===== src/rtl/reg_load_arbiter.sv =====
// Round-robin arbiter and load sequencer for a shared load-enabled holding register.
// Define LOAD_ARB_STATS_EN to add the xfer_count transfer counter output.
module reg_load_arbiter #(
  parameter int K    = 8,
  parameter int N    = 4,
  parameter int HOLD = 3,
  localparam int IDW = (N > 1) ? $clog2(N) : 1
) (
  input  logic           clk,
  input  logic           rst_n,
  input  logic [N-1:0]   req,
  input  logic [N*K-1:0] req_data,
  output logic [N-1:0]   ack,
  output logic           reg_load,
  output logic [K-1:0]   reg_data,
  output logic [IDW-1:0] grant_id,
`ifdef LOAD_ARB_STATS_EN
  output logic [15:0]    xfer_count,
`endif
  output logic           busy
);

  localparam int CW = $clog2(HOLD + 1);

  localparam logic [1:0] S_IDLE = 2'd0;
  localparam logic [1:0] S_LOAD = 2'd1;
  localparam logic [1:0] S_HOLD = 2'd2;

  logic [1:0]     state_q, state_d;
  logic [IDW-1:0] ptr_q, ptr_d;
  logic [CW-1:0]  cnt_q, cnt_d;
  logic [K-1:0]   reg_data_q, reg_data_d;
  logic [IDW-1:0] grant_id_q, grant_id_d;

  logic [2*N-1:0] req_rot;
  logic [IDW-1:0] win;
  logic [K-1:0]   win_data;
  logic           found;

  // Rotate the request vector so bit 0 is the requester at the pointer.
  always_comb begin
    req_rot = {req, req} >> ptr_q;
    win     = '0;
    found   = 1'b0;
    for (int i = 0; i < N; i++) begin
      if (!found && req_rot[i]) begin
        found = 1'b1;
        if (int'(ptr_q) + i >= N) win = IDW'(int'(ptr_q) + i - N);
        else                      win = IDW'(int'(ptr_q) + i);
      end
    end
    win_data = '0;
    for (int j = 0; j < N; j++) begin
      if (win == IDW'(j)) win_data = req_data[j*K +: K];
    end
  end

  always_comb begin
    state_d    = state_q;
    ptr_d      = ptr_q;
    cnt_d      = cnt_q;
    reg_data_d = reg_data_q;
    grant_id_d = grant_id_q;
    case (state_q)
      S_IDLE: begin
        if (found) begin
          reg_data_d = win_data;
          grant_id_d = win;
          state_d    = S_LOAD;
        end
      end
      S_LOAD: begin
        if (grant_id_q == IDW'(N - 1)) ptr_d = '0;
        else                           ptr_d = grant_id_q + 1'b1;
        cnt_d   = CW'(HOLD);
        state_d = S_HOLD;
      end
      S_HOLD: begin
        cnt_d = cnt_q - 1'b1;
        if (cnt_q <= CW'(1)) state_d = S_IDLE;
      end
      default: state_d = S_IDLE;
    endcase
  end

  always_ff @(posedge clk or negedge rst_n) begin
    if (!rst_n) begin
      state_q    <= S_IDLE;
      ptr_q      <= '0;
      cnt_q      <= '0;
      reg_data_q <= '0;
      grant_id_q <= '0;
    end else begin
      state_q    <= state_d;
      ptr_q      <= ptr_d;
      cnt_q      <= cnt_d;
      reg_data_q <= reg_data_d;
      grant_id_q <= grant_id_d;
    end
  end

  // Load and ack decode from the state flop, so reset drops them asynchronously.
  always_comb begin
    ack = '0;
    for (int i = 0; i < N; i++) begin
      ack[i] = (state_q == S_LOAD) && (grant_id_q == IDW'(i));
    end
  end

  assign reg_load = (state_q == S_LOAD);
  assign busy     = (state_q != S_IDLE);
  assign reg_data = reg_data_q;
  assign grant_id = grant_id_q;

`ifdef LOAD_ARB_STATS_EN
  logic [15:0] xfer_count_q, xfer_count_d;

  always_comb begin
    xfer_count_d = xfer_count_q;
    if (state_q == S_LOAD) xfer_count_d = xfer_count_q + 16'd1;
  end

  always_ff @(posedge clk or negedge rst_n) begin
    if (!rst_n) xfer_count_q <= '0;
    else        xfer_count_q <= xfer_count_d;
  end

  assign xfer_count = xfer_count_q;
`endif

endmodule


===== config.mk =====
export PLATFORM = sky130hd
export DESIGN_NAME = reg_load_arbiter
export DESIGN_NICKNAME = d
export VERILOG_FILES = /design/src/rtl/reg_load_arbiter.sv
export SDC_FILE = /design/constraint.sdc
export NUM_CORES = 1
export LEC_CHECK = 0
export ABC_AREA = 1
export CAP_MARGIN = 30
export CORE_MARGIN = 5
export CORE_UTILIZATION = 39
export DETAILED_ROUTE_END_ITERATION = 16
export GPL_TIMING_DRIVEN = 0
export PLACE_DENSITY = 0.76
export SLEW_MARGIN = 20
export SYNTH_ARGS = -nofsm -noshare
export SYNTH_HDL_FRONTEND = slang
export SYNTH_SLANG_ARGS = --single-unit

===== constraint.sdc =====
create_clock -name clk -period 2.2 [get_ports clk]
set_input_delay 0.44 -clock clk [delete_from_list [all_inputs] [get_ports clk]]
set_output_delay 0.44 -clock clk [all_outputs]
set_load 0.005 [all_outputs]

---- Yosys cells after proc, flatten, opt, wreduce, memory -nomap -nowiden ----
Index checks and enable logic that the tools add are counted.
operators by class
  $add $sub $neg .......................... 9
  magnitude comparators ................... 5
  eq/ne operators ......................... 10
  shift-type cells ........................ 1
  multiplexer cells ....................... 21
  reduce and logical (&&, ||, !) cells .... 17
operator list
  cell                   count
  $mux W8                4
  $mux W2                11
  $eq A2 B2 Y1 const B   5
  $sub A2 B1 Y2 const B  5
  $ge A3 B3 Y1 const B   3
  $shr A8 B2 Y4          1
  $logic_and A1 B1 Y1    7
  $add A2 B2 Y3 const B  2
  $eq A2 B1 Y1 const B   3
  $logic_not A2 Y1       3
  $pmux W2 S3            1
  $mux W1                4
  $ne A2 B2 Y1 const B   2
  $pmux W2 S2            1
  $reduce_and A2 Y1      2
  $reduce_bool A2 Y1     2
  $add A2 B1 Y3 const B  1
  $ge A2 B3 Y1 const B   1
  $logic_not A1 Y1       3
  $add A2 B1 Y2 const B  1
  $le A2 B1 Y1 const B   1
word-level totals
  flip-flop bits (word level) ............. 16
  word-level logic and storage cells ...... 68

---- Longest topological paths before layout ----
  depth in word-level cells ............... 16
  depth in mapped cells ................... 17
  depth with buffers taken out ............ 15

---- Least setup slack after synthesis ----
No wires, ideal clock.
  path kind ............................... register to register
  start point ............................. register ptr_q[0]
  end point ............................... register reg_data_q[6], in the netlist reg_data[6]
  arrival ................................. 1.592 ns
  data required time ...................... 2.084 ns
  path slack .............................. 0.491 ns
  cell stages (with the launch flop) ...... 17
  buffers on the path ..................... 2
  clock period less this slack ............ 1.709 ns
  path through ............................ dfrtp_1 -> buf_6 -> inv_4 -> nand2_1 -> nand2_1 -> nand2_1 -> nand2_1 -> nand4_2 -> nand2_2 -> nand2_4 -> inv_4 -> nand2_4 -> buf_6 -> o21ai_1 -> inv_1 -> nand2_1 -> nand2_1
between the ends
  longest elaborated chain between the ends .. 16
  elaborated cells between the ends (all ways) .. 39
  those cells by class .................... 7 x add/sub; 4 x order compare; 3 x eq/ne; 1 x shift; 16 x mux; 8 x reduce/logical
RTL lines
  item                                                                    RTL line  RTL
  start, declared                                                         30        logic [IDW-1:0] ptr_q, ptr_d;
  start signal, assigned                                                  95        ptr_q <= ptr_d;
  parallel branches: the longest is 16 deep, another holds $add A2 B1 Y3  n/a
  end signal, assigned                                                    97        reg_data_q <= reg_data_d;
  end, declared                                                           32        logic [K-1:0] reg_data_q, reg_data_d;
Parallel ways; which one is timed is not known.
A chain may end at the register's enable or synchronous reset.

---- Final worst setup path ----
  start point ............................. register state_q[1]
  end point ............................... output port ack[2]
between the ends
  longest elaborated chain between the ends .. 2
RTL lines
  item                    RTL line  RTL
  start, declared         29        logic [1:0] state_q, state_d;
  start signal, assigned  94        state_q <= state_d;
  $eq A2 B1 Y1            106       ack[i] = (state_q == S_LOAD) && (grant_id_q == IDW'(i));
  $logic_and A1 B1 Y1     106
  end, declared           13        output logic [N-1:0] ack,
No other way between the ends.

==> out/qor_table.md <==
| Group | Metric | This run |
|:---|:---|:---|
| setup path | Sum of buffers and inverters on the critical path | 3 |
| logic synthesis | Post-Synthesis Mean Instance Area | 6.95 um^2 |
| global routing | Initial antenna violation count | 0 |
| cts | Clock root buffer | sky130_fd_sc_hd__clkbuf_4 |
| logic synthesis | Number of enable-type register cells in the synthesized netlist | 0 |
| die | Initial Utilization | 0.405 |
| logic synthesis | Area share of the largest cell type after synthesis | 0.294 |
| logic synthesis | Share of the synthesized area in compound gates (AO/OA/AOI/OAI) | 0.0772 |
| cts | Setup Fix Bufs, Post-CTS | 0 |
| logic synthesis | Share of async-settable or async-resettable flops after synthesis | 1.00 |
| cts | Insertion delay to the later sink of the worst-skew pair | 0.29 ns |
| die | DIE AREA | 4770 um^2 |
| logic synthesis | Synth Net Count | 243 |
| logic synthesis | Dominant combinational cell family by area after synthesis | simple AND/OR/NAND/NOR gates |
| setup path | CP Data Required Time | 1.76 ns |
| power | Power dissipated by switching net loads | 0.00160 W |
| die | Rows | 21 |
| finish | Signed area change from the synthesized netlist to the final layout | 47.3% |
| power | Clock network fraction of design power | 0.063 |
| sta | Clock skew | 0.000521 ns |
| sta | Period utilization | 0.932 |
| placement | Number of buffer cells added on primary ports | 53 |
| placement | Final weighted congestion in routability-driven placement | 0.760 |
| sta | Slew at the pin closest to its max-slew limit | 0.710 ns |
| power | Relative contribution of combinational cells to total power | 0.762 |
| setup path | Crit path largest cell delay | 0.50 ns |
| routing | Total detailed-routing wirelength | 3480 um |
| setup path | Crit Path Category | register to output port |
| power | Peak supply drop | 0.759 mV |
| setup path | Crit path capture type | output port |
| sta | Total negative slack | 0 ns |
| routing | Number of detailed-route iterations in the first pass | 5 |
| sta | Headroom to the max-slew limit | 0.525 |
| cts | Quantity of gates resized following cts | 1 |
| logic synthesis | Ranking of synthesized cells by area | sky130_fd_sc_hd__dfrtp_1, sky130_fd_sc_hd__nand2_1, sky130_fd_sc_hd__nand3_1 |
| power | Cell internal power dissipation | 0.00158 W |
| logic synthesis | Cell variety after synth | 26 |
| global routing | Remaining global-route overflow | 0 |
| setup path | Critical path, cell by cell | inv_2 > ha_4 > nand2_1 > inv_1 > clkdlybuf4s50_1 |
| setup path | Kind of start point of the critical path | register |
| cts | Clock H-tree levels | 1 |
| sta | Worst-case hold slack | 0.487 ns |
| routing | DRC viols | 0 |
| global routing | Gr usage total | 0.154 |
| logic synthesis | Adder-cell area share of the yosys netlist | 0.0827 |
| power | Reg power frac | 0.175 |
| placement | Detailed placer's ending HPWL | 2750 um |
| power | Areal power density over the cells | 1580 nW/um^2 |
| routing | Wirelength per Cell | 11.7 um |
| finish | Diodes inserted | 0 |
| logic synthesis | Post-synth top cells | sky130_fd_sc_hd__nand2_1, sky130_fd_sc_hd__inv_1, sky130_fd_sc_hd__nand3_1 |
| logic synthesis | Xor/xnor cell area share of the yosys netlist | 0.00643 |
| routing | Vias per inst | 4.74 |
| cts | Largest buffer count on any clock path | 2 |
| flow run | Max Cap Violations | 0 |
| logic synthesis | Multiplexer area fraction after synthesis | 0 |
| routing | Routed Antenna Nets | 0 |
| cts | CTS tree | done |
| cts | Post-CTS clock slew at the launch and capture registers of the worst setup and hold paths | 0.10 ns |
| setup path | Highest net fanout along the worst path | 9 |
| power | Leakage | 1.01 nW |
| routing | Total number of vias | 1,414 |
| power | Fraction of power spent switching nets | 0.503 |
| setup path | Crit path max-delay cell type | sky130_fd_sc_hd__clkdlybuf4s50_1 |
| logic synthesis | Cell accounting for the most synthesized area | sky130_fd_sc_hd__dfrtp_1 |
| logic synthesis | Register area share after synthesis | 0.294 |
| die | Area of the core region | 3360 um^2 |
| sta | Final count of negative-setup-slack endpoints | 0 |
| logic synthesis | Cell with the most instances after synthesis | sky130_fd_sc_hd__nand2_1 |
| die | Die width | 69.1 um |
| cts | Post-cts hold buffer count | 0 |
| sta | Final hold vios | 0 |
| routing | Iteration-0 DRC Markers | 79 |
| sta | Count of pins over their slew limit | 0 |
| logic synthesis | Commonest register cell after synthesis | sky130_fd_sc_hd__dfrtp_1 |
| logic synthesis | Area fraction in and, or, nand and nor cells after synthesis | 0.411 |
| logic synthesis | Count of yosys warnings during synthesis | 0 |
| global routing | Global-route wire length before repair | 6290 um |
| logic synthesis | Flop and latch count out of synthesis | 16 |
| sta | Tmin final | 2.05 ns |
| placement | Total placed instance area | 1950 um^2 |
| die | Top-Level Pins | 54 |
| hold path | Worst Hold Class | register to register |
| finish | Layout cells sized above 1 | 0.123 |
| finish | Design Area, Final | 2010 um^2 |
| setup path | Kind of cell adding the most delay to the critical path | buffers and inverters |
| logic synthesis | Synth Instances | 196 |
| cts | Number of buffers inserted during clock tree synthesis | 3 |
| finish | Layout net count | 300 |
| die | Floorplan die height | 69.1 um |
| global routing | Vias in the first global route | 1,484 |
| sta | Max frequency | 0.487 GHz |
| outcome | Status | completed |
| cts | TritonCTS sink count | 16 |
| global routing | Pin count of the biggest net entering global routing | 17 |
| sta | Unrepaired setup endpoints after global routing | false |
| setup path | WP data arrival | 1.61 ns |
| logic synthesis | Total standard cell area after synthesis | 1360 um^2 |
[cell usage in the layout (no fill, tap or decap)]
cell type and n:
sky130_fd_sc_hd__nand2_8 1, sky130_fd_sc_hd__inv_2 2, sky130_fd_sc_hd__inv_1 27, sky130_fd_sc_hd__clkdlybuf4s50_1 53, sky130_fd_sc_hd__nand2_1 60, sky130_fd_sc_hd__clkbuf_8 1
sky130_fd_sc_hd__inv_4 2, sky130_fd_sc_hd__nand2_4 1, sky130_fd_sc_hd__clkbuf_4 3, sky130_fd_sc_hd__nand4_1 10, sky130_fd_sc_hd__nor2_8 1, sky130_fd_sc_hd__xnor2_1 1
sky130_fd_sc_hd__a21oi_1 2, sky130_fd_sc_hd__o32ai_1 1, sky130_fd_sc_hd__nand3_2 2, sky130_fd_sc_hd__or2_1 1, sky130_fd_sc_hd__o21ai_2 1, sky130_fd_sc_hd__o21ai_1 2
sky130_fd_sc_hd__buf_2 1, sky130_fd_sc_hd__nand2_2 7, sky130_fd_sc_hd__nand4_2 1, sky130_fd_sc_hd__nor2_1 4, sky130_fd_sc_hd__nor2_2 3, sky130_fd_sc_hd__buf_6 4
sky130_fd_sc_hd__o21a_1 1, sky130_fd_sc_hd__nand3_1 23, sky130_fd_sc_hd__dfrtp_1 16, sky130_fd_sc_hd__o21ai_0 12, sky130_fd_sc_hd__ha_1 8, sky130_fd_sc_hd__ha_4 1
[power groups by stage]
stage          Sequential, W  Clock, W  Combinational (W)
2_1_floorplan       0.000545         0            0.00169
3_3_place_gp        0.000552         0            0.00236
3_5_place_dp        0.000555         0            0.00239
4_1_cts             0.000550  0.000206            0.00240
5_1_grt             0.000575  0.000218            0.00280
6_report            0.000555  0.000199            0.00242
[state kept, by name, indices dropped and copies added (netlist names)]
| signal | cells |
|---|---|
| state_q | 2 |
| grant_id | 2 |
| reg_data | 8 |
| cnt_q | 2 |
| ptr_q | 2 |
[layer usage]
metal	GRT usage	wire length, um	up-vias
met4	0.0456	54	0
met3	0.0552	357	9
met2	0.254	1510	58
met1	0.188	1560	608
li1	-	-	739
met5	0	0	-
[worst reg2reg max path: stages (launching register included)]
cell and delay, ns:
sky130_fd_sc_hd__dfrtp_1 0.38, sky130_fd_sc_hd__buf_6 0.14, sky130_fd_sc_hd__inv_4 0.07, sky130_fd_sc_hd__nand2_1 0.08
sky130_fd_sc_hd__nand2_1 0.07, sky130_fd_sc_hd__nand2_1 0.07, sky130_fd_sc_hd__nand2_1 0.11, sky130_fd_sc_hd__nand4_2 0.13
sky130_fd_sc_hd__nand2_2 0.13, sky130_fd_sc_hd__nand2_8 0.10, sky130_fd_sc_hd__inv_4 0.08, sky130_fd_sc_hd__nand2_4 0.06
sky130_fd_sc_hd__buf_6 0.14, sky130_fd_sc_hd__o21ai_1 0.11, sky130_fd_sc_hd__inv_1 0.05, sky130_fd_sc_hd__nand2_1 0.06
sky130_fd_sc_hd__nand2_1 0.04
[final cells by class]
class | count | area [um^2]
Sequential cell | 16 | 400
Timing Repair Buffer | 53 | 531
Clock buffer | 4 | 36.3
Inverter | 31 | 121
Multi-Input combinational cell | 143 | 810
Tap cell | 46 | 57.6
Fill cell | 341 | 1360
Buffer | 5 | 50.0
[path summary, 6_finish.rpt]
| path | end | startpoint | slack [ns] | depth (start not counted) |
|---|---|---|---|---|
| setup / recovery | ack[2] | state_q[1] | 0.15 | 5 |
| hold / removal | reg_data[2] | reg_data[2] | 0.49 | 2 |
| setup reg to reg | reg_data[7] | ptr_q[0] | 0.28 | 16 |
| hold reg to reg | reg_data[2] | reg_data[2] | 0.49 | 2 |
| max in group asynchronous | reg_data[7] | rst_n | 1.19 | 1 |
| min in group asynchronous | reg_data[3] | rst_n | 0.56 | 1 |
[kinds of logic (layout without fill, tap and decap cells)]
logic type,after synthesis,after routing
AO/OA/AOI/OAI,19,19
XOR/XNOR,1,1
AND/OR/NAND/NOR,114,114
flip-flops,16,16
adder cells (fa/ha/maj),9,9
buffers and inverters,37,93
[stage by stage]
| step | worst slack (ns) | total power (W) | utilization | instances |
|---|---|---|---|---|
| final | 0.149 | 0.00317 | 0.596 | 298 |
| after global routing | 0.00710 | 0.00359 | 0.596 | 298 |
| after CTS | 0.0192 | 0.00316 | 0.590 | 298 |
| after detailed placement | -0.181 | 0.00295 | 0.580 | 295 |
| after global placement | -0.184 | 0.00291 | 0.580 | 295 |
| after floorplan | 0.491 | 0.00224 | - | 196 |
Note: power is estimated with default switching activity, not from simulation.
